$ cat config.mk
export PLATFORM = sky130hd
export DESIGN_NAME = demo_streaming_0_st2mem
export DESIGN_NICKNAME = d
export VERILOG_FILES = /design/src/rtl/demo_streaming_0_st2mem.sv
export SDC_FILE = /design/constraint.sdc
export NUM_CORES = 1
export LEC_CHECK = 0
export BUFFER_PORTS_ARGS = -buffer_cell sky130_fd_sc_hd__buf_4
export CORE_AREA = 2 2 107 88
export CTS_CLUSTER_SIZE = 28
export DETAILED_ROUTE_END_ITERATION = 10
export DIE_AREA = 0 0 109 90
export GPL_TIMING_DRIVEN = 0
export PLACE_DENSITY = 0.8
export SETUP_SLACK_MARGIN = 0.4
export SYNTH_ARGS = -nofsm -noshare
export SYNTH_HDL_FRONTEND = slang
export SYNTH_SLANG_ARGS = --single-unit
$ cat constraint.sdc
create_clock -name clk -period 3.5 [get_ports clk]
set_input_delay 0.7 -clock clk [delete_from_list [all_inputs] [get_ports clk]]
set_output_delay 0.7 -clock clk [all_outputs]
set_load 0.03 [all_outputs]
$ cat src/rtl/demo_streaming_0_st2mem.sv
// Avalon-ST sink to single-port RAM writer: one packet per start, wrapping at DEPTH.
// Optional ST2MEM_PROTO_CHECK_EN adds a sticky proto_err output and sop-restart handling.
module demo_streaming_0_st2mem #(
  parameter int DEPTH  = 5120,
  parameter int ADDR_W = 13,
  parameter int CNT_W  = 13
) (
  input  logic              clk,
  input  logic              reset,
  input  logic              start,
  input  logic [ADDR_W-1:0] cfg_base,
  input  logic [CNT_W-1:0]  cfg_words,
  input  logic [31:0]       snk_data,
  input  logic              snk_valid,
  output logic              snk_ready,
  input  logic              snk_sop,
  input  logic              snk_eop,
  input  logic [1:0]        snk_empty,
  output logic [ADDR_W-1:0] mem_address,
  output logic [3:0]        mem_byteenable,
  output logic              mem_chipselect,
  output logic              mem_write,
  output logic [31:0]       mem_writedata,
  output logic              mem_clken,
`ifdef ST2MEM_PROTO_CHECK_EN
  output logic              proto_err,
`endif
  output logic              busy,
  output logic              done,
  output logic [CNT_W-1:0]  stat_words,
  output logic              stat_trunc
);

  typedef enum logic [2:0] {
    IDLE, WAIT_SOP, RUN, DRAIN, FIN
  } state_e;

  localparam logic [CNT_W-1:0]  DEPTH_C = CNT_W'(DEPTH);
  localparam logic [ADDR_W-1:0] LAST_A  = ADDR_W'(DEPTH - 1);

  state_e            state_q, state_d;
  logic [ADDR_W-1:0] base_q, base_d;
  logic [ADDR_W-1:0] wptr_q, wptr_d;
  logic [CNT_W-1:0]  limit_q, limit_d;
  logic [CNT_W-1:0]  words_q, words_d;
  logic              trunc_q, trunc_d;
  logic              perr_q, perr_d;
  logic              done_q, done_d;
  logic [ADDR_W-1:0] addr_q, addr_d;
  logic [3:0]        be_q, be_d;
  logic [31:0]       data_q, data_d;
  logic              wr_q, wr_d;

  logic              acc;
  logic              restart;
  logic [ADDR_W-1:0] addr_wr;
  logic [CNT_W-1:0]  cnt_n;

  assign snk_ready = (state_q == WAIT_SOP) || (state_q == RUN) ||
                     (state_q == DRAIN);
  assign acc       = snk_valid && snk_ready;

  always_comb begin
    state_d = state_q;
    base_d  = base_q;
    wptr_d  = wptr_q;
    limit_d = limit_q;
    words_d = words_q;
    trunc_d = trunc_q;
    perr_d  = perr_q;
    addr_d  = addr_q;
    be_d    = be_q;
    data_d  = data_q;
    wr_d    = 1'b0;
    restart = 1'b0;
    done_d  = (state_q == FIN);
`ifdef ST2MEM_PROTO_CHECK_EN
    if (acc && !snk_eop && snk_empty != 2'd0) perr_d = 1'b1;
    if (acc && snk_sop && state_q == RUN) begin
      restart = 1'b1;
      perr_d  = 1'b1;
    end
`endif
    cnt_n = restart ? CNT_W'(1) : words_q + CNT_W'(1);
    unique case (state_q)
      IDLE: begin
        if (start) begin
          base_d  = cfg_base;
          wptr_d  = cfg_base;
          limit_d = (cfg_words == '0) ? DEPTH_C : cfg_words;
          words_d = '0;
          trunc_d = 1'b0;
          perr_d  = 1'b0;
          state_d = WAIT_SOP;
        end
      end
      WAIT_SOP: begin
        if (acc && snk_sop) begin
          wr_d = 1'b1;
          if (snk_eop)                       state_d = FIN;
          else if (limit_q == CNT_W'(1))     state_d = DRAIN;
          else                               state_d = RUN;
        end
      end
      RUN: begin
        if (acc) begin
          wr_d = 1'b1;
          if (snk_eop)               state_d = FIN;
          else if (cnt_n == limit_q) state_d = DRAIN;
        end
      end
      DRAIN: begin
        if (acc && snk_eop) begin
          trunc_d = 1'b1;
          state_d = FIN;
        end
      end
      FIN:     state_d = IDLE;
      default: state_d = IDLE;
    endcase
    // The write port mirrors the accepted beat one cycle later
    addr_wr = restart ? base_q : wptr_q;
    if (wr_d) begin
      addr_d  = addr_wr;
      wptr_d  = (addr_wr == LAST_A) ? '0 : addr_wr + ADDR_W'(1);
      words_d = cnt_n;
      data_d  = snk_data;
      be_d    = snk_eop ? (4'hF << snk_empty) : 4'hF;
    end
  end

  always_ff @(posedge clk or posedge reset) begin
    if (reset) begin
      state_q <= IDLE;
      base_q  <= '0;
      wptr_q  <= '0;
      limit_q <= '0;
      words_q <= '0;
      trunc_q <= 1'b0;
      perr_q  <= 1'b0;
      done_q  <= 1'b0;
      addr_q  <= '0;
      be_q    <= '0;
      data_q  <= '0;
      wr_q    <= 1'b0;
    end else begin
      state_q <= state_d;
      base_q  <= base_d;
      wptr_q  <= wptr_d;
      limit_q <= limit_d;
      words_q <= words_d;
      trunc_q <= trunc_d;
      perr_q  <= perr_d;
      done_q  <= done_d;
      addr_q  <= addr_d;
      be_q    <= be_d;
      data_q  <= data_d;
      wr_q    <= wr_d;
    end
  end

  assign mem_address    = addr_q;
  assign mem_byteenable = be_q;
  assign mem_chipselect = wr_q;
  assign mem_write      = wr_q;
  assign mem_writedata  = data_q;
  assign mem_clken      = 1'b1;
  assign busy           = (state_q != IDLE);
  assign done           = done_q;
  assign stat_words     = words_q;
  assign stat_trunc     = trunc_q;
`ifdef ST2MEM_PROTO_CHECK_EN
  assign proto_err      = perr_q;
`else
  logic unused_perr;
  assign unused_perr    = perr_q;
`endif

endmodule

==> results of run 1 <==
power groups by stage:
stage,sequential [mW],combinational [mW],clock (mW)
CTS,1.88,2.44,0.712
detailed placement,1.90,2.43,0
global placement,1.89,2.36,0
global route,1.95,2.66,0.758
finish,1.89,2.42,0.696
floorplan,2.39,1.04,0
layout make-up:
cell class / count / area, um2
multi-input cells: 390 / 1980
repair buffers: 135 / 1040
clock inverters: 4 / 28.8
clock buffers: 12 / 165
fillers: 748 / 2950
well taps: 115 / 144
flip-flops and latches: 94 / 2350
plain buffers: 27 / 120
inverters: 6 / 26.3
critical path, stage by stage (launching register included):
cell and delay (ns):
sky130_fd_sc_hd__dfrtp_1 0.40, sky130_fd_sc_hd__clkbuf_1 0.24, sky130_fd_sc_hd__nor2_1 0.32, sky130_fd_sc_hd__nand2_1 0.12
sky130_fd_sc_hd__nor2_1 0.50, sky130_fd_sc_hd__buf_2 0.37, sky130_fd_sc_hd__nand2_1 0.12, sky130_fd_sc_hd__o22a_1 0.20
cell usage after synthesis (6+ instances only):
cell	instances	area [um2]
sky130_fd_sc_hd__nand2_1	211	792
sky130_fd_sc_hd__dfrtp_1	94	2350
sky130_fd_sc_hd__o21ai_0	33	165
sky130_fd_sc_hd__clkbuf_1	18	67.6
sky130_fd_sc_hd__nor2_1	15	56.3
sky130_fd_sc_hd__nand3_1	14	70.1
sky130_fd_sc_hd__nor4_1	9	56.3
sky130_fd_sc_hd__xnor2_1	8	70.1
sky130_fd_sc_hd__nand4_1	7	43.8
sky130_fd_sc_hd__nor3_1	7	35.0
sky130_fd_sc_hd__xor2_1	7	61.3
sky130_fd_sc_hd__inv_1	6	22.5
placed cells by master, fill, tap and decap left out, types with 4 or more instances in the layout:
master and n:
sky130_fd_sc_hd__nand2_1 211, sky130_fd_sc_hd__buf_4 135, sky130_fd_sc_hd__dfrtp_1 94, sky130_fd_sc_hd__o21ai_0 33, sky130_fd_sc_hd__clkbuf_1 18, sky130_fd_sc_hd__nor2_1 15
sky130_fd_sc_hd__nand3_1 14, sky130_fd_sc_hd__clkbuf_8 12, sky130_fd_sc_hd__nor4_1 9, sky130_fd_sc_hd__xnor2_1 8, sky130_fd_sc_hd__nor3_1 7, sky130_fd_sc_hd__nand4_1 7
sky130_fd_sc_hd__xor2_1 7, sky130_fd_sc_hd__inv_1 5, sky130_fd_sc_hd__nor2b_1 5, sky130_fd_sc_hd__a221o_1 5, sky130_fd_sc_hd__o31ai_1 5, sky130_fd_sc_hd__nor3b_1 4
sky130_fd_sc_hd__o311ai_0 4, sky130_fd_sc_hd__a21oi_1 4, sky130_fd_sc_hd__a31oi_1 4
state kept, by name, summed over array words and instances (netlist names):
name / cells
addr_wr: 13
done: 1
limit_q: 13
mem_address: 13
mem_byteenable: 4
mem_chipselect: 1
mem_writedata: 32
stat_trunc: 1
stat_words: 13
state_q: 3
per-stage QoR:
stage	hold WS (ns)	cells	power [mW]	setup slack [ns]
5_1_grt	0.454	783	5.37	0.936
3_5_place_dp	0.461	767	4.33	0.919
3_3_place_gp	0.454	765	4.24	0.938
4_1_cts	0.436	783	5.03	1.14
6_report	0.424	783	5.00	1.11
2_1_floorplan	0.481	517	3.43	1.49
how the worst max path moves through the flow:
stage	from	cells past startpoint	to	slack [ns]
floorplan	addr_wr[0]	7	addr_wr[5]	1.49
global placement	snk_sop	6	addr_wr[12]	0.94
detailed placement	snk_sop	6	addr_wr[12]	0.92
CTS	state_q[1]	6	addr_wr[12]	1.14
global route	state_q[1]	6	addr_wr[12]	0.94
finish	state_q[1]	7	limit_q[10]	1.11
cell families after synthesis:
family                     share of synthesized area
and+or+nand+nor                                0.278
DFF                                            0.526
AOI/OAI and AO/OA                              0.123
buffers and inverters                         0.0319
xor gates and xnor gates                      0.0294
adders and majority gates                    0.00560
muxes                                        0.00476
other                                       0.000839
routing by layer:
metal / vias to the layer above / global-route usage / wire length, um / part of all wire
li1: 2039 / - / - / -
met2: 177 / 0.376 / 5320 / 0.45
met1: 2009 / 0.371 / 5230 / 0.45
met5: - / 0 / 0 / 0
met3: 16 / 0.0631 / 1010 / 0.086
met4: 0 / 0.0481 / 135 / 0.012
==> results, run 1 <==
- The setup TNS after final layout is 0 ns.
- The floorplan has 31 rows.
- The antenna diode count is 0.
- For this run, the total global-route usage over all layers was measured as 0.251.
- The required time at the worst-slack endpoint is 3.75 ns.
- The total wire length is 11.7 mm.
- The number of clock sinks is 94.
- The flow ran to the end, and the final reports show no timing, DRC or antenna violations.
- In this run the deepest clock path goes through 2 buffers.
- The endpoint identified for the worst register-to-register timing path is limit_q[10].
- Once placement finished, the instance area stood at 0.00566 mm2.
- For the worst setup path, the data arrival time is roughly 2.6 ns.
- The synthesized design contains 0 enable-type register cells.
- The final weighted congestion of routability-driven global placement is 0.873.
- The post-detailed-route wirelength per cell is 14.9 um.
- The share of power burned in combinational logic is 0.484.
- The core utilization of the finished layout is 0.665.
- The post-CTS setup-driven buffer insertion count is 0.
- After detailed routing, the number of vias per cell comes to 5.42.
- In this run the clock root is driven by a sky130_fd_sc_hd__clkbuf_8.
- After synthesis, the netlist uses 54 different library cells.
- The clock period could shrink to 2.39 ns.
- The total global routing overflow is 0.
- Detailed placement finished with a half-perimeter wire length of 8.83 mm.
- After synthesis the cells add up to 0.00447 mm2.
- The initial cell density of the core is 0.508.
- The floorplan die height is approximately 90 um.
- The achievable frequency is 419 MHz.
- The layout cell share with drive strength beyond 1 is 0.246.
- The switching power is 2.27 mW.
- At the pin with the least slew margin, the transition time is 0.650 ns.
- Once the clock tree was built, the resizer swapped 0 gates to a different size.
- The count of endpoints failing setup in the final report is 0.
- The synthesized area per cell is 8.65 um2.
- Port buffering added roughly 130 buffers.
- Across the run, the number of max-cap violations was 0.
- Setup repair after global routing left no endpoint under its margin.
- After synthesis the netlist holds a flip-flop and latch count of between 90 and 100.
- The total power density per cell area is 855 mW/mm2.
- The number of endpoints with negative hold slack in the final report is 0.
- The count of final max-slew check failures is 0.
- The hold-fix buffer count after cts is 0.
- The area added between synthesis and finish is 30.9%.
- The wire length of the first global-routing pass is 19.5 mm.
- For this run, asynchronously set or reset flops after synthesis account for 1.00.
- The via count of the first global-routing pass is between 3000 and 4000.
- When the netlist entered floorplanning its net count stood at roughly 590.
- Of the total power, the share spent switching nets is 0.453.
- The count of TritonRoute iterations in the first routing pass is 5.
- The minimum setup slack among reg-to-reg paths is 1.11 ns.
- The part of the total power dissipated in the clock network is 0.139.
- Of the total power, registers draw 0.377.
- The cell-internal power is 2.74 mW.
- The static leakage power is roughly 2.9 nW.
- TritonCTS built the clock tree.
- In the routed design, unresolved DRC markers number 0.
- After the first detailed-routing iteration, the DRC count stood at 284.
- The critical path capture point type is a flop.
- The worst-case vdd ir drop is 0.439 mV.
- In this run the count of I/O pins placed on the die edge is 135.
- The number of antenna violations at the first check in global routing is 0.
- The nature of the critical path startpoint is a flop.
- The layout net count is around 730.
- The clock buffer count from CTS is 9.
- The final route contains between 4000 and 5000 vias.
- Of all nets on the critical path, the largest fanout is 10.
- The worst setup path is of the flop to flop kind.
- The most used flip-flop cell after synthesis is sky130_fd_sc_hd__dfrtp_1.
- The worst slew slack as a fraction of its limit is 0.566.
- The number of routed nets with antenna violations is 0.
- The worst reg-to-reg path cell count is 7.
- The portion of the clock cycle consumed by the worst path in the final layout is 0.682.
- The clock latency at the later pin of the worst-skew pair is 0.36 ns.
- The floorplan step defined a die boundary enclosing 0.00981 mm2.
- In this run the critical register-to-register path is launched from state_q[1].
- The gate count of the mapped netlist is between 500 and 600.
- CTS built an H-tree with a depth of 3.
- The pin count of the biggest net entering global routing is 38.
- The number of warnings printed during yosys synthesis is 0.
- The area of the core is between 0.008 and 0.009 mm2.
- The sequential-to-total area share from yosys stat is 0.526.
- Clock-pin slew was measured on the worst setup and hold paths at 0.09 ns.
- For the final database, setup skew stands at 0.00794 ns.
- The cell area after layout is 0.00585 mm2.
- The overall die width is 109 um.
- In this run the worst hold path is classified as primary input to async pin.
Note: power is estimated with default switching activity, not from simulation.
==> inputs of run 2 (changes only) <==
--- a/config.mk
+++ b/config.mk
@@ -6,12 +6,12 @@
 export NUM_CORES = 1
 export LEC_CHECK = 0
 export BUFFER_PORTS_ARGS = -buffer_cell sky130_fd_sc_hd__buf_4
-export CORE_AREA = 2 2 107 88
+export CORE_AREA = 2 2 113 93
 export CTS_CLUSTER_SIZE = 28
 export DETAILED_ROUTE_END_ITERATION = 10
-export DIE_AREA = 0 0 109 90
+export DIE_AREA = 0 0 115 95
 export GPL_TIMING_DRIVEN = 0
-export PLACE_DENSITY = 0.8
+export PLACE_DENSITY = 0.75
 export SETUP_SLACK_MARGIN = 0.4
 export SYNTH_ARGS = -nofsm -noshare
 export SYNTH_HDL_FRONTEND = slang
==> constraint.sdc (replaced) <==
create_clock -name clk -period 2.1 [get_ports clk]
set_input_delay 0.42 -clock clk [delete_from_list [all_inputs] [get_ports clk]]
set_output_delay 0.42 -clock clk [all_outputs]
set_load 0.03 [all_outputs]
==> results, run 2 (synthesis gave the netlist of run 1 again) <==
- The flow ran to the end, and the final reports show no timing, DRC or antenna violations.
- The final-layout worst hold slack is 0.107 ns (-0.317 ns).
- The setup TNS after final layout is 0 ns (unchanged).
- The clock buffer count from CTS came to 9 (unchanged).
- The worst slew slack as a fraction of its limit was 0.653 (+0.0875).
- The count of final max-slew check failures is 0 (unchanged).
- The nature of the critical path startpoint is a flop.
- The CTS clock-pin slew for the worst setup and hold paths came to 0.07 ns (-0.02 ns).
- The layout net count is 764 (+4.5%).
- The final worst slack was 0.0894 ns (-1.02 ns).
- The maximum level of the CTS H-tree came to 3 (unchanged).
- The number of cells after detailed placement is 774 (+0.91%).
- Leaving out fill and tap cells, the most frequent cells in the layout are 202 x sky130_fd_sc_hd__nand2_1, 159 x sky130_fd_sc_hd__buf_4, 86 x sky130_fd_sc_hd__dfrtp_1.
- The total wire length came to 13.6 mm (+17%).
- The count of TritonRoute iterations in the first routing pass is 7 (+2).
- The final weighted congestion of routability-driven global placement is 0.862 (-1.2%).
- The worst slack at placement is -0.197 ns (-1.12 ns).
- The count of placed standard cells in the final layout, fillers left out came to 823 (+5.1%).
- The via count of the routed design came to 4529 (+6.8%).
- In this run the critical register-to-register path is captured at addr_wr[9].
- The total global routing overflow is 0 (unchanged).
- In this run the critical register-to-register path is launched from addr_wr[1].
- The flip-flop count of the largest register after layout was 32 (unchanged).
- The pin count of the biggest net entering global routing was 39 (+2.6%).
- The required time at the worst-slack endpoint was 2.32 ns (-1.43 ns).
- The via count of the first global-routing pass is 4165 (+4.2%).
- The area added between synthesis and finish is 51.8%.
- The residual DRC count came to 0 (unchanged).
- The placed instance area is 0.00572 mm2 (+1.1%).
- The transition at the pin with the smallest max-transition slack is 0.520 ns (-0.130 ns).
- The overall die width is 115 um (+5.5%).
- The worst hold path belongs to the class primary input to async pin.
- The count of routing violations after the opening detailed-route iteration is 235 (-17%).
- The die area came to 0.0109 mm2 (+11%).
- The most common library cell in the layout ignoring fill and taps is sky130_fd_sc_hd__nand2_1.
- The count of buffers from port buffering was 133 (unchanged).
- The worst-case vdd ir drop is 0.683 mV (+56%).
- The worst reg-to-reg path cell count was 7 (unchanged).
- The top-level port count is 135 (unchanged).
- The TritonCTS clock tree is done.
- The worst-case clock skew was 0.00797 ns (+0.0000349 ns).
- The met1 layer wirelength in the final routing is 5.82 mm (+11%).
- The via density per instance is 5.50 (+1.6%).
- The core utilization of the finished layout is 0.685 (+0.0202).
- The number of antenna violations at the first check in global routing is 0 (unchanged).
- The achievable frequency is 497 MHz (+19%).
- In this run the worst setup path begins at addr_wr[1].
- The post-detailed-route wirelength per cell is 16.6 um (+11%).
- Routed signal wires occupy layers up through met4.
- The floorplan die height was 95 um (+5.6%).
- The number of endpoints with negative hold slack in the final report came to 0 (unchanged).
- The minimum setup slack among reg-to-reg paths is 0.09 ns (-1.02 ns).
- The number of routed nets with antenna violations came to 0 (unchanged).
- The count of endpoints failing setup in the final report was 0 (unchanged).
- The overall power is 10.0 mW (+100%).
- The portion of the clock cycle consumed by the worst path in the final layout is 0.957 (+0.276).
- The number of placement rows came to 33 (+6.5%).
- The root buffer cell chosen for the clock tree is sky130_fd_sc_hd__clkbuf_16.
- The total power density per cell area is 1480 mW/mm2 (+73%).
- The buffer levels on the longest clock path came to 2 (unchanged).
- The cell area after layout is 0.00679 mm2 (+16%).
- The total routing resource utilization after global routing was 0.237 (-0.0139).
- The estimated wirelength of the detail-placed design was 8.72 mm (-1.2%).
- Setup repair after global routing could not meet its margin everywhere.
- The wire length of the first global-routing pass is 20.3 mm (+4.2%).
- The static leakage power is 3.30 nW (+14%).
- The layout cell share with drive strength beyond 1 is 0.381 (+0.135).
- The count of maximum capacitance violations is 0 (unchanged).
- The clock latency at the later pin of the worst-skew pair is 0.34 ns (-0.02 ns).
- The area of the core is 0.00991 mm2 (+13%).
- The met3 wire length is 1.06 mm (+4.9%).
- The critical path is of the flop to flop type.
- The routed length on met2 came to 6.51 mm (+22%).
- The number of clock sinks is 94 (unchanged).
- The worst setup path is captured at a flop.
- The antenna diode count was 0 (unchanged).
- The time the worst path needs with I/O delays and setup came to 2.01 ns (-0.376 ns).
- The worst-path maximum fanout was 8 (-2).
- The fill cell total of the finished layout is 747 (-0.13%).
- The initial cell density of the core is 0.451 (-0.0566).
- The critical path arrival is 2.23 ns (-0.41 ns).
==> run 2: cell types whose count changed in the layout (fill, tap and decap cells not counted), sizes merged <==
cell      delta
bufinv       +1
clkinvlp     -2
clkbuf      -11
buf         +44
clkinv       +1
==> run 2: how the worst max path moves through the flow <==
stage	endpoint	depth (start not counted)	slack, ns
finish	addr_wr[9]	7	0.09
detailed placement	mem_writedata[19]	7	-0.20
CTS	addr_wr[5]	7	0.05
global placement	stat_words[9]	2	-0.21
floorplan	addr_wr[2]	7	0.19
global route	addr_wr[9]	7	0.03
==> run 2: critical path: stages, from the launching register on <==
cell and delay (ns):
sky130_fd_sc_hd__dfrtp_1 0.35, sky130_fd_sc_hd__ha_2 0.21, sky130_fd_sc_hd__nand3_4 0.08, sky130_fd_sc_hd__or3_4 0.35, sky130_fd_sc_hd__o31ai_4 0.35, sky130_fd_sc_hd__buf_6 0.21
sky130_fd_sc_hd__nor3b_1 0.06, sky130_fd_sc_hd__a221o_1 0.27
==> run 2: what timing repair did <==
| action | in CTS | in global routing |
|---|---|---|
| gates cloned | 1 | 3 |
| resized for setup | 60 | 95 |
| endpoints found under the hold margin | 0 | 0 |
| hold buffers | 0 | 0 |
| pin swaps | 11 | 27 |
| setup buffers | 19 | 10 |
| setup endpoints to repair | 93 | 89 |
==> run 2: area by class of cell <==
| class | instances | area (um2) | share of cell area |
|---|---|---|---|
| Timing Repair Buffer | 168 | 1390 | 0.205 |
| Tap cell | 122 | 153 | 0.0225 |
| Clock inverter | 4 | 52.6 | 0.00774 |
| Clock buffer | 12 | 267 | 0.0393 |
| Inverter | 6 | 26.3 | 0.00387 |
| Multi-Input combinational cell | 390 | 2240 | 0.330 |
| Sequential cell | 94 | 2360 | 0.348 |
| Buffer | 27 | 294 | 0.0433 |
==> run 2: metal layers <==
layer  vias to the layer above  global-route usage
li1                       2104                   -
met1                      2181               0.332
met2                       218               0.376
met3                        26              0.0507
met4                         0              0.0612
met5                         -                   0
==> run 2: power breakdown <==
part	switching, mW	internal, mW	total [mW]
clock	0.709	1.03	1.73
sequential	0.670	2.55	3.22
combinational	2.91	2.17	5.08
total	4.29	5.75	10.0
